===== src/rtl/pipeline_pkg.sv =====
// Shared pipeline encodings: forwarding selects, hazard FSM states,
// register-zero constant and stall-count values.
package pipeline_pkg;

  typedef enum logic [1:0] {
    FWD_ID  = 2'b00,
    FWD_WB  = 2'b01,
    FWD_MEM = 2'b10
  } fwdSel_t;

  typedef enum logic {
    RUN  = 1'b0,
    HOLD = 1'b1
  } hzState_t;

  typedef logic [1:0] need_t;

  localparam logic [4:0] REG_ZERO = 5'd0;

  localparam need_t NEED_0 = 2'd0;
  localparam need_t NEED_1 = 2'd1;
  localparam need_t NEED_2 = 2'd2;

endpackage


===== src/rtl/hazard_control_if.sv =====
// Hazard unit bundle: ID/EX/MEM hazard inputs, stall/flush controls
// and performance counters. master = pipeline side, slave = hazard unit.
interface hazard_control_if #(
  parameter int CNT_W = 16
);
  logic [4:0]       IfIdRegRs;
  logic [4:0]       IfIdRegRt;
  logic             IfIdUsesRt;
  logic             Branch;
  logic             BranchTaken;
  logic             Jump;
  logic             IdExMemRead;
  logic             IdExRegWrite;
  logic [4:0]       IdExRegRd;
  logic             ExMemMemRead;
  logic [4:0]       ExMemRegRd;
  logic             PcWrite;
  logic             IfIdWrite;
  logic             IfIdFlush;
  logic             IdExFlush;
  logic             Stalling;
  logic [CNT_W-1:0] StallCycles;
  logic [CNT_W-1:0] FlushCount;

  modport master (
    output IfIdRegRs, IfIdRegRt, IfIdUsesRt,
    output Branch, BranchTaken, Jump,
    output IdExMemRead, IdExRegWrite, IdExRegRd,
    output ExMemMemRead, ExMemRegRd,
    input  PcWrite, IfIdWrite, IfIdFlush,
    input  IdExFlush, Stalling,
    input  StallCycles, FlushCount
  );

  modport slave (
    input  IfIdRegRs, IfIdRegRt, IfIdUsesRt,
    input  Branch, BranchTaken, Jump,
    input  IdExMemRead, IdExRegWrite, IdExRegRd,
    input  ExMemMemRead, ExMemRegRd,
    output PcWrite, IfIdWrite, IfIdFlush,
    output IdExFlush, Stalling,
    output StallCycles, FlushCount
  );
endinterface


===== src/rtl/hazard_control_sat_counter.sv =====
// Saturating up-counter: clk, rst (async high), en, count.
// Sticks at all-ones instead of wrapping.
module sat_counter #(
  parameter int W = 16
) (
  input  logic         clk,
  input  logic         rst,
  input  logic         en,
  output logic [W-1:0] count
);

  always_ff @(posedge clk or posedge rst) begin
    if (rst) begin
      count <= '0;
    end else if (en && (count != '1)) begin
      count <= count + W'(1);
    end
  end

endmodule


===== src/rtl/hazard_control.sv =====
// Hazard detection and stall/flush control in ID.
// Ports: clk, rst (async high), hz (hazard_control_if.slave).
module hazard_control
  import pipeline_pkg::*;
#(
  parameter int CNT_W = 16
) (
  input logic             clk,
  input logic             rst,
  hazard_control_if.slave hz
);

  hzState_t state;
  need_t    need;
  logic     matchEx;
  logic     matchMem;
  logic     loadUse;
  logic     brAlu;
  logic     brLoadEx;
  logic     brLoadMem;
  logic     stall;
  logic     flush;

  assign matchEx = (hz.IdExRegRd != REG_ZERO) &&
    ((hz.IdExRegRd == hz.IfIdRegRs) ||
     (hz.IfIdUsesRt && hz.IdExRegRd == hz.IfIdRegRt));

  assign matchMem = (hz.ExMemRegRd != REG_ZERO) &&
    ((hz.ExMemRegRd == hz.IfIdRegRs) ||
     (hz.IfIdUsesRt && hz.ExMemRegRd == hz.IfIdRegRt));

  assign loadUse   = hz.IdExMemRead && matchEx;
  assign brAlu     = hz.Branch && hz.IdExRegWrite &&
                     !hz.IdExMemRead && matchEx;
  assign brLoadEx  = hz.Branch && hz.IdExMemRead && matchEx;
  assign brLoadMem = hz.Branch && hz.ExMemMemRead && matchMem;

  always_comb begin
    need = NEED_0;
    if (loadUse || brAlu || brLoadMem) need = NEED_1;
    if (brLoadEx) need = NEED_2;
  end

  // HOLD stalls regardless of what is now in EX/MEM.
  assign stall = (state == HOLD) || (need != NEED_0);
  // A stalled branch is not resolved yet, so it must not flush.
  assign flush = !stall &&
                 ((hz.Branch && hz.BranchTaken) || hz.Jump);

  always_ff @(posedge clk or posedge rst) begin
    if (rst) begin
      state <= RUN;
    end else begin
      unique case (state)
        RUN:  state <= (need == NEED_2) ? HOLD : RUN;
        HOLD: state <= RUN;
      endcase
    end
  end

  assign hz.PcWrite   = !stall;
  assign hz.IfIdWrite = !stall;
  assign hz.IdExFlush = stall;
  assign hz.Stalling  = stall;
  assign hz.IfIdFlush = flush;

  sat_counter #(.W(CNT_W)) uStallCnt (
    .clk   (clk),
    .rst   (rst),
    .en    (stall),
    .count (hz.StallCycles)
  );

  sat_counter #(.W(CNT_W)) uFlushCnt (
    .clk   (clk),
    .rst   (rst),
    .en    (flush),
    .count (hz.FlushCount)
  );

endmodule


===== src/flat_wrapper.sv =====
// flat-port wrapper written by rule: the top's interface ports become plain ports
module hazard_control_flat import pipeline_pkg::*;
#(
  parameter int CNT_W = 16
)
  (clk, rst, hz_IfIdRegRs, hz_IfIdRegRt, hz_IfIdUsesRt, hz_Branch, hz_BranchTaken, hz_Jump, hz_IdExMemRead, hz_IdExRegWrite, hz_IdExRegRd, hz_ExMemMemRead, hz_ExMemRegRd, hz_PcWrite, hz_IfIdWrite, hz_IfIdFlush, hz_IdExFlush, hz_Stalling, hz_StallCycles, hz_FlushCount);
  hazard_control_if #(.CNT_W(CNT_W)) hz_i ();
  input logic clk;
  input logic rst;
  input wire logic [$bits(hz_i.IfIdRegRs)-1:0] hz_IfIdRegRs;
  input wire logic [$bits(hz_i.IfIdRegRt)-1:0] hz_IfIdRegRt;
  input wire logic [$bits(hz_i.IfIdUsesRt)-1:0] hz_IfIdUsesRt;
  input wire logic [$bits(hz_i.Branch)-1:0] hz_Branch;
  input wire logic [$bits(hz_i.BranchTaken)-1:0] hz_BranchTaken;
  input wire logic [$bits(hz_i.Jump)-1:0] hz_Jump;
  input wire logic [$bits(hz_i.IdExMemRead)-1:0] hz_IdExMemRead;
  input wire logic [$bits(hz_i.IdExRegWrite)-1:0] hz_IdExRegWrite;
  input wire logic [$bits(hz_i.IdExRegRd)-1:0] hz_IdExRegRd;
  input wire logic [$bits(hz_i.ExMemMemRead)-1:0] hz_ExMemMemRead;
  input wire logic [$bits(hz_i.ExMemRegRd)-1:0] hz_ExMemRegRd;
  output wire logic [$bits(hz_i.PcWrite)-1:0] hz_PcWrite;
  output wire logic [$bits(hz_i.IfIdWrite)-1:0] hz_IfIdWrite;
  output wire logic [$bits(hz_i.IfIdFlush)-1:0] hz_IfIdFlush;
  output wire logic [$bits(hz_i.IdExFlush)-1:0] hz_IdExFlush;
  output wire logic [$bits(hz_i.Stalling)-1:0] hz_Stalling;
  output wire logic [$bits(hz_i.StallCycles)-1:0] hz_StallCycles;
  output wire logic [$bits(hz_i.FlushCount)-1:0] hz_FlushCount;
  assign hz_i.IfIdRegRs = hz_IfIdRegRs;
  assign hz_i.IfIdRegRt = hz_IfIdRegRt;
  assign hz_i.IfIdUsesRt = hz_IfIdUsesRt;
  assign hz_i.Branch = hz_Branch;
  assign hz_i.BranchTaken = hz_BranchTaken;
  assign hz_i.Jump = hz_Jump;
  assign hz_i.IdExMemRead = hz_IdExMemRead;
  assign hz_i.IdExRegWrite = hz_IdExRegWrite;
  assign hz_i.IdExRegRd = hz_IdExRegRd;
  assign hz_i.ExMemMemRead = hz_ExMemMemRead;
  assign hz_i.ExMemRegRd = hz_ExMemRegRd;
  assign hz_PcWrite = hz_i.PcWrite;
  assign hz_IfIdWrite = hz_i.IfIdWrite;
  assign hz_IfIdFlush = hz_i.IfIdFlush;
  assign hz_IdExFlush = hz_i.IdExFlush;
  assign hz_Stalling = hz_i.Stalling;
  assign hz_StallCycles = hz_i.StallCycles;
  assign hz_FlushCount = hz_i.FlushCount;
  hazard_control #(.CNT_W(CNT_W)) u_core (.clk(clk), .rst(rst), .hz(hz_i));
endmodule

===== config.mk =====
export PLATFORM = sky130hd
export DESIGN_NAME = hazard_control_flat
export DESIGN_NICKNAME = d
export VERILOG_FILES = /design/src/rtl/pipeline_pkg.sv /design/src/rtl/hazard_control_if.sv /design/src/rtl/hazard_control_sat_counter.sv /design/src/rtl/hazard_control.sv /design/src/flat_wrapper.sv
export SDC_FILE = /design/constraint.sdc
export NUM_CORES = 1
export LEC_CHECK = 0
export ABC_AREA = 1
export CORE_MARGIN = 1
export CORE_UTILIZATION = 44
export DETAILED_ROUTE_END_ITERATION = 7
export PLACE_DENSITY = 0.77
export SLEW_MARGIN = 20
export SYNTH_ARGS = -nofsm -noshare
export SYNTH_HDL_FRONTEND = slang
export SYNTH_SLANG_ARGS = --single-unit

===== constraint.sdc =====
create_clock -name clk -period 1.8 [get_ports clk]
set_clock_uncertainty 0.2 [all_clocks]
set_input_delay 0.27 -clock clk [delete_from_list [all_inputs] [get_ports clk]]
set_output_delay 0.27 -clock clk [all_outputs]
set_load 0.02 [all_outputs]

== Yosys cells after proc, flatten, opt, wreduce, memory -nomap -nowiden ==
Index checks and enable logic that the tools add are counted.
Storage, ports and cells
  bits in registers: 33
  ROM bits: 0
  memories kept: 0
  output and inout bits: 37
  bits in writable memories: 0
  latch bits: 0
Cells by class
  div/mod/pow operators: 0
  equality and inequality tests: 7
  add/subtract/negate cells: 2
  multiply operators: 0
  order comparisons: 0
  shift operators: 0
  reduce and logical (&&, ||, !) cells: 27
  bitwise logic cells: 1
  mux-type cells: 4
Operator list (count)
  $add 16x1->16 const B: 2
  $ne 16x16->1 const B: 2
  $eq 5x5->1: 4
  $logic_and 1x1->1: 16
  $reduce_bool 5->1: 2
  $logic_or 1x1->1: 6
  $eq 2x2->1 const B: 1
  $logic_not 1->1: 2
  $mux 1: 2
  $mux 2: 1
  $pmux 1 s2: 1
  $reduce_bool 2->1: 1
  $not 1->1: 1

== Logic depth before layout (Yosys ltp) ==
  depth in word-level cells: 14
  mapped depth: 12

== Modules after synthesis ==
From an unflattened synthesis, not the netlist that was laid out.
Unflattened totals
  cell total of the unflattened synthesis: 412
  area, all modules: 2628.8 sq um
By module, submodules not included
  sat_counter: sequential area each 400.4 sq um, area an instance 1069.8 sq um, times used 2, cells an instance 150
  hazard_control: sequential area each 25.0 sq um, area an instance 489.2 sq um, times used 1, cells an instance 112

== Worst setup path before layout ==
No wires, ideal clock.
  path kind: reg-to-reg
  start: reg u_core.uFlushCnt.count[0]
  end: reg u_core.uFlushCnt.count[12]
  data required time: 1534 ps
  slack: -198 ps
  stages on the path, launching flop included: 11
  path buffers: 1
  data arrival time: 1732 ps
  cells stage by stage: dfrtp_1 ha_1 nand3_2 nor2_4 nand2_2 nor2_4 nand4_4 nand4_4 buf_6 nand2_1 nand2_1
Between the ends
  word-level cells in the longest chain between the ends: 2
  elaborated cells between the ends (all ways): 3
  classes of those cells: 1 x add/sub; 1 x eq/ne; 1 x reduce/logical
Ends and longest elaborated chain
  from (decl): RTL line hazard_control_sat_counter.sv:9  | output logic [W-1:0] count
  from (signal assigned): RTL line hazard_control_sat_counter.sv:16  | count <= count + W'(1);
  branches (longest 2 deep; another with $add 16x1->16)
Parallel ways; which one is timed is not known.
A chain may end at the register's enable or synchronous reset.

== Final worst setup path ==
  start: reg u_core.uFlushCnt.count[0]
  end: reg u_core.uFlushCnt.count[7]
The elaborated chain is that of the path after synthesis.

==> metrics.txt <==
status finished, violations left; failing checks negative setup slack; wire per inst approximately 14 um; sequential cell fraction of total power between 30% and 40%; P_int 1.74 mW; Final Setup Violations 9; Remaining DRCs 0; synthesized cell area 2470 um2; Post-Layout Cell Count roughly 550; Power Density roughly 700 nW/um2; Synth Area per Inst about 6.7 um2; Initial Util 46.9%; Final Net Count 505; Startpoint Class flop; # H-tree levels 2; Combinational Power Share 39.0%; Row Count 26; share of post-route cells with drive strength above 1 between 30 and 40%; largest net degree at the start of global routing 34; initial DRC count around 180; FILL cells about 410; peak supply drop 0.000570 V; clock-pin slew on the worst setup and hold paths 0.07 ns; final core utilization 72.1%; synthesis-to-layout area growth 53.6%; DIE AREA 5930 um2; Vias per Instance around 5.3; crit end category flop; post-synthesis sequential area ratio about a third; Switching Share 36.4%; routability cong. between 0.9 and 1; number of primary I/O pins 66; final antenna-violating net count 0; post-synthesis register bit count 33; Buffers on Ports between 60 and 70; P_sw roughly 1 mW; syn nets 402; Final period util 102%; critical path peak fanout 6; required time of the critical path about 1.8 ns; DRT Pass-1 Iters 5; core area between 5000 and 6000 um2; hold_buf cts 0; Min Hold Slack between 0.1 and 0.15 ns; drt total wl ~7900 um; Tightest Pin Transition 0.312 ns; CP Class flop to flop; Min-Delay Path Class input port to asynchronous set/reset pin; CTS tree yes; clock share of power 26.1%; Distinct cells, synth 27; area occupied by multi-input gates about 1600 um2; Fmax achieved roughly 540 MHz; count of final max-slew check failures 0; All-Layer GR Usage around a quarter; final hold viol count 0; clock root buffer clkbuf_8; Post-DP HPWL between 5000 and 6000 um; final worst setup slack -0.0448 ns; chip height 77.0 um; storage element area 833 um2; die width around 77 um; vias in the first global route 2663; clk sinks 33; Design Power roughly 2.7 mW; first-pass GRT wire length around 12000 um; Num CTS Buffers 5; GRT overflow 0; Post-Synthesis Cells 371; Slew HR 79.2%; post-route minimum period between 1.5 and 2 ns; number of synthesis warnings 0; RSZ-0062 raised after global routing yes; # placed instances around 530; Antenna diodes 0; clock tree buffer depth 2; leakage between 2 and 2.5 nW; initial antenna violation count 0; DR vias roughly 2900; pre-CTS WS -0.931 ns; Skew-Pair Late Insertion Delay about 0.30 ns; worst path arrival time 1.84 ns; Max Cap Viol 0
==> Yosys cell counts, drive strengths merged <==
library cell | count | area share, %
nand2 | 140 | 21
inv | 44 | 6.7
nand3 | 37 | 7.7
dfrtp | 33 | 33
nor2 | 32 | 5.6
nand4 | 21 | 6.5
xor2 | 16 | 5.7
xnor2 | 14 | 5.0
nor3 | 10 | 2.0
buf | 9 | 2.2
o21ai | 4 | 0.81
a21oi | 2 | 0.40
clkbuf | 2 | 0.30
ha | 2 | 1.0
nor4 | 2 | 0.51
a21o | 1 | 0.30
nand3b | 1 | 0.30
nor3b | 1 | 0.30
==> per-layer routing <==
metal | GRT usage (%) | wire (um) | vias to the layer above
met4 | 6.98 | 76 | 0
met5 | 0 | 0 | -
met2 | 46.6 | 4070 | 116
met3 | 3.93 | 506 | 12
met1 | 32.3 | 3200 | 1361
li1 | - | - | 1395
==> per-stage QoR <==
stage / TNS, ns / area [um2]
2_1_floorplan: -0.493 / 2500
5_1_grt: -1.42 / 3800
6_report: -0.156 / 3800
3_3_place_gp: -22.51 / 3410
3_5_place_dp: -23.40 / 3410
4_1_cts: -0.174 / 3560
==> power by group through the flow <==
stage | Clock [mW] | Combinational [mW] | Sequential, mW
after detailed placement | 0 | 1.03 | 0.960
after global routing | 0.746 | 1.15 | 0.969
after CTS | 0.711 | 0.999 | 0.947
final | 0.714 | 1.07 | 0.952
after global placement | 0 | 0.998 | 0.958
after floorplan | 0 | 0.386 | 1.10
==> cell usage in the layout, fill, tap and decap left out, types with 16 or more instances in the layout <==
master,instances
inv_1,26
nand2_1,118
dfrtp_1,27
nand2_2,20
buf_4,37
dlygate4sd2_1,26
nor2_1,20
nand3_1,32
buf_6,18
nand4_1,19
xor2_1,16
==> repair_timing <==
| action | in CTS | in global routing |
|---|---|---|
| endpoints found under the setup margin | 60 | 44 |
| buffers inserted | 5 | 5 |
| cloned | 1 | 2 |
| gates resized for setup | 178 | 62 |
| pin swaps | 29 | 33 |
==> worst paths after layout <==
kind	slack [ns]	startpoint	depth (start not counted)	end
max	-0.04	u_core.uFlushCnt.count[0]	9	u_core.uFlushCnt.count[7]
min in group clk	0.32	u_core.uStallCnt.count[11]	2	u_core.uStallCnt.count[11]
min	0.13	rst	3	u_core.uStallCnt.count[1]
min reg2reg	0.32	u_core.uStallCnt.count[11]	2	u_core.uStallCnt.count[11]
max reg2reg	-0.04	u_core.uFlushCnt.count[0]	9	u_core.uFlushCnt.count[7]
max in group asynchronous	1.08	rst	3	u_core.uStallCnt.count[4]
==> flip-flops by register name (all words and copies together), names as in the netlist <==
signal and flops:
u_core.uStallCnt.count 16, u_core.uFlushCnt.count 16, u_core.state 1
==> logic make-up after synthesis <==
group | after synthesis | synth area share, %
buf+inv | 55 | 9.21
fa+ha+maj | 2 | 1.01
compound gates | 7 | 1.52
simple gates | 244 | 44.3
flops | 33 | 33.4
xor+xnor | 30 | 10.6
==> layout make-up <==
cell class / instances / share of cell area (%)
clock buffers: 6 / 1.91
clock inverters: 2 / 0.922
inverters: 44 / 4.74
multi-input cells: 285 / 43.2
flip-flops and latches: 33 / 21.9
well taps: 70 / 2.30
repair buffers: 105 / 25.0
==> critical path, stage by stage, from the launching register on <==
cell and delay (ns):
dfrtp_2 0.39, ha_4 0.16, nand3_4 0.10, nor2_4 0.11, nand2_2 0.07, nor2_4 0.14, nand4_4 0.19, buf_4 0.23
nand4_1 0.09, nand2_1 0.06
No activity file was read; power rests on OpenSTA's default activity.
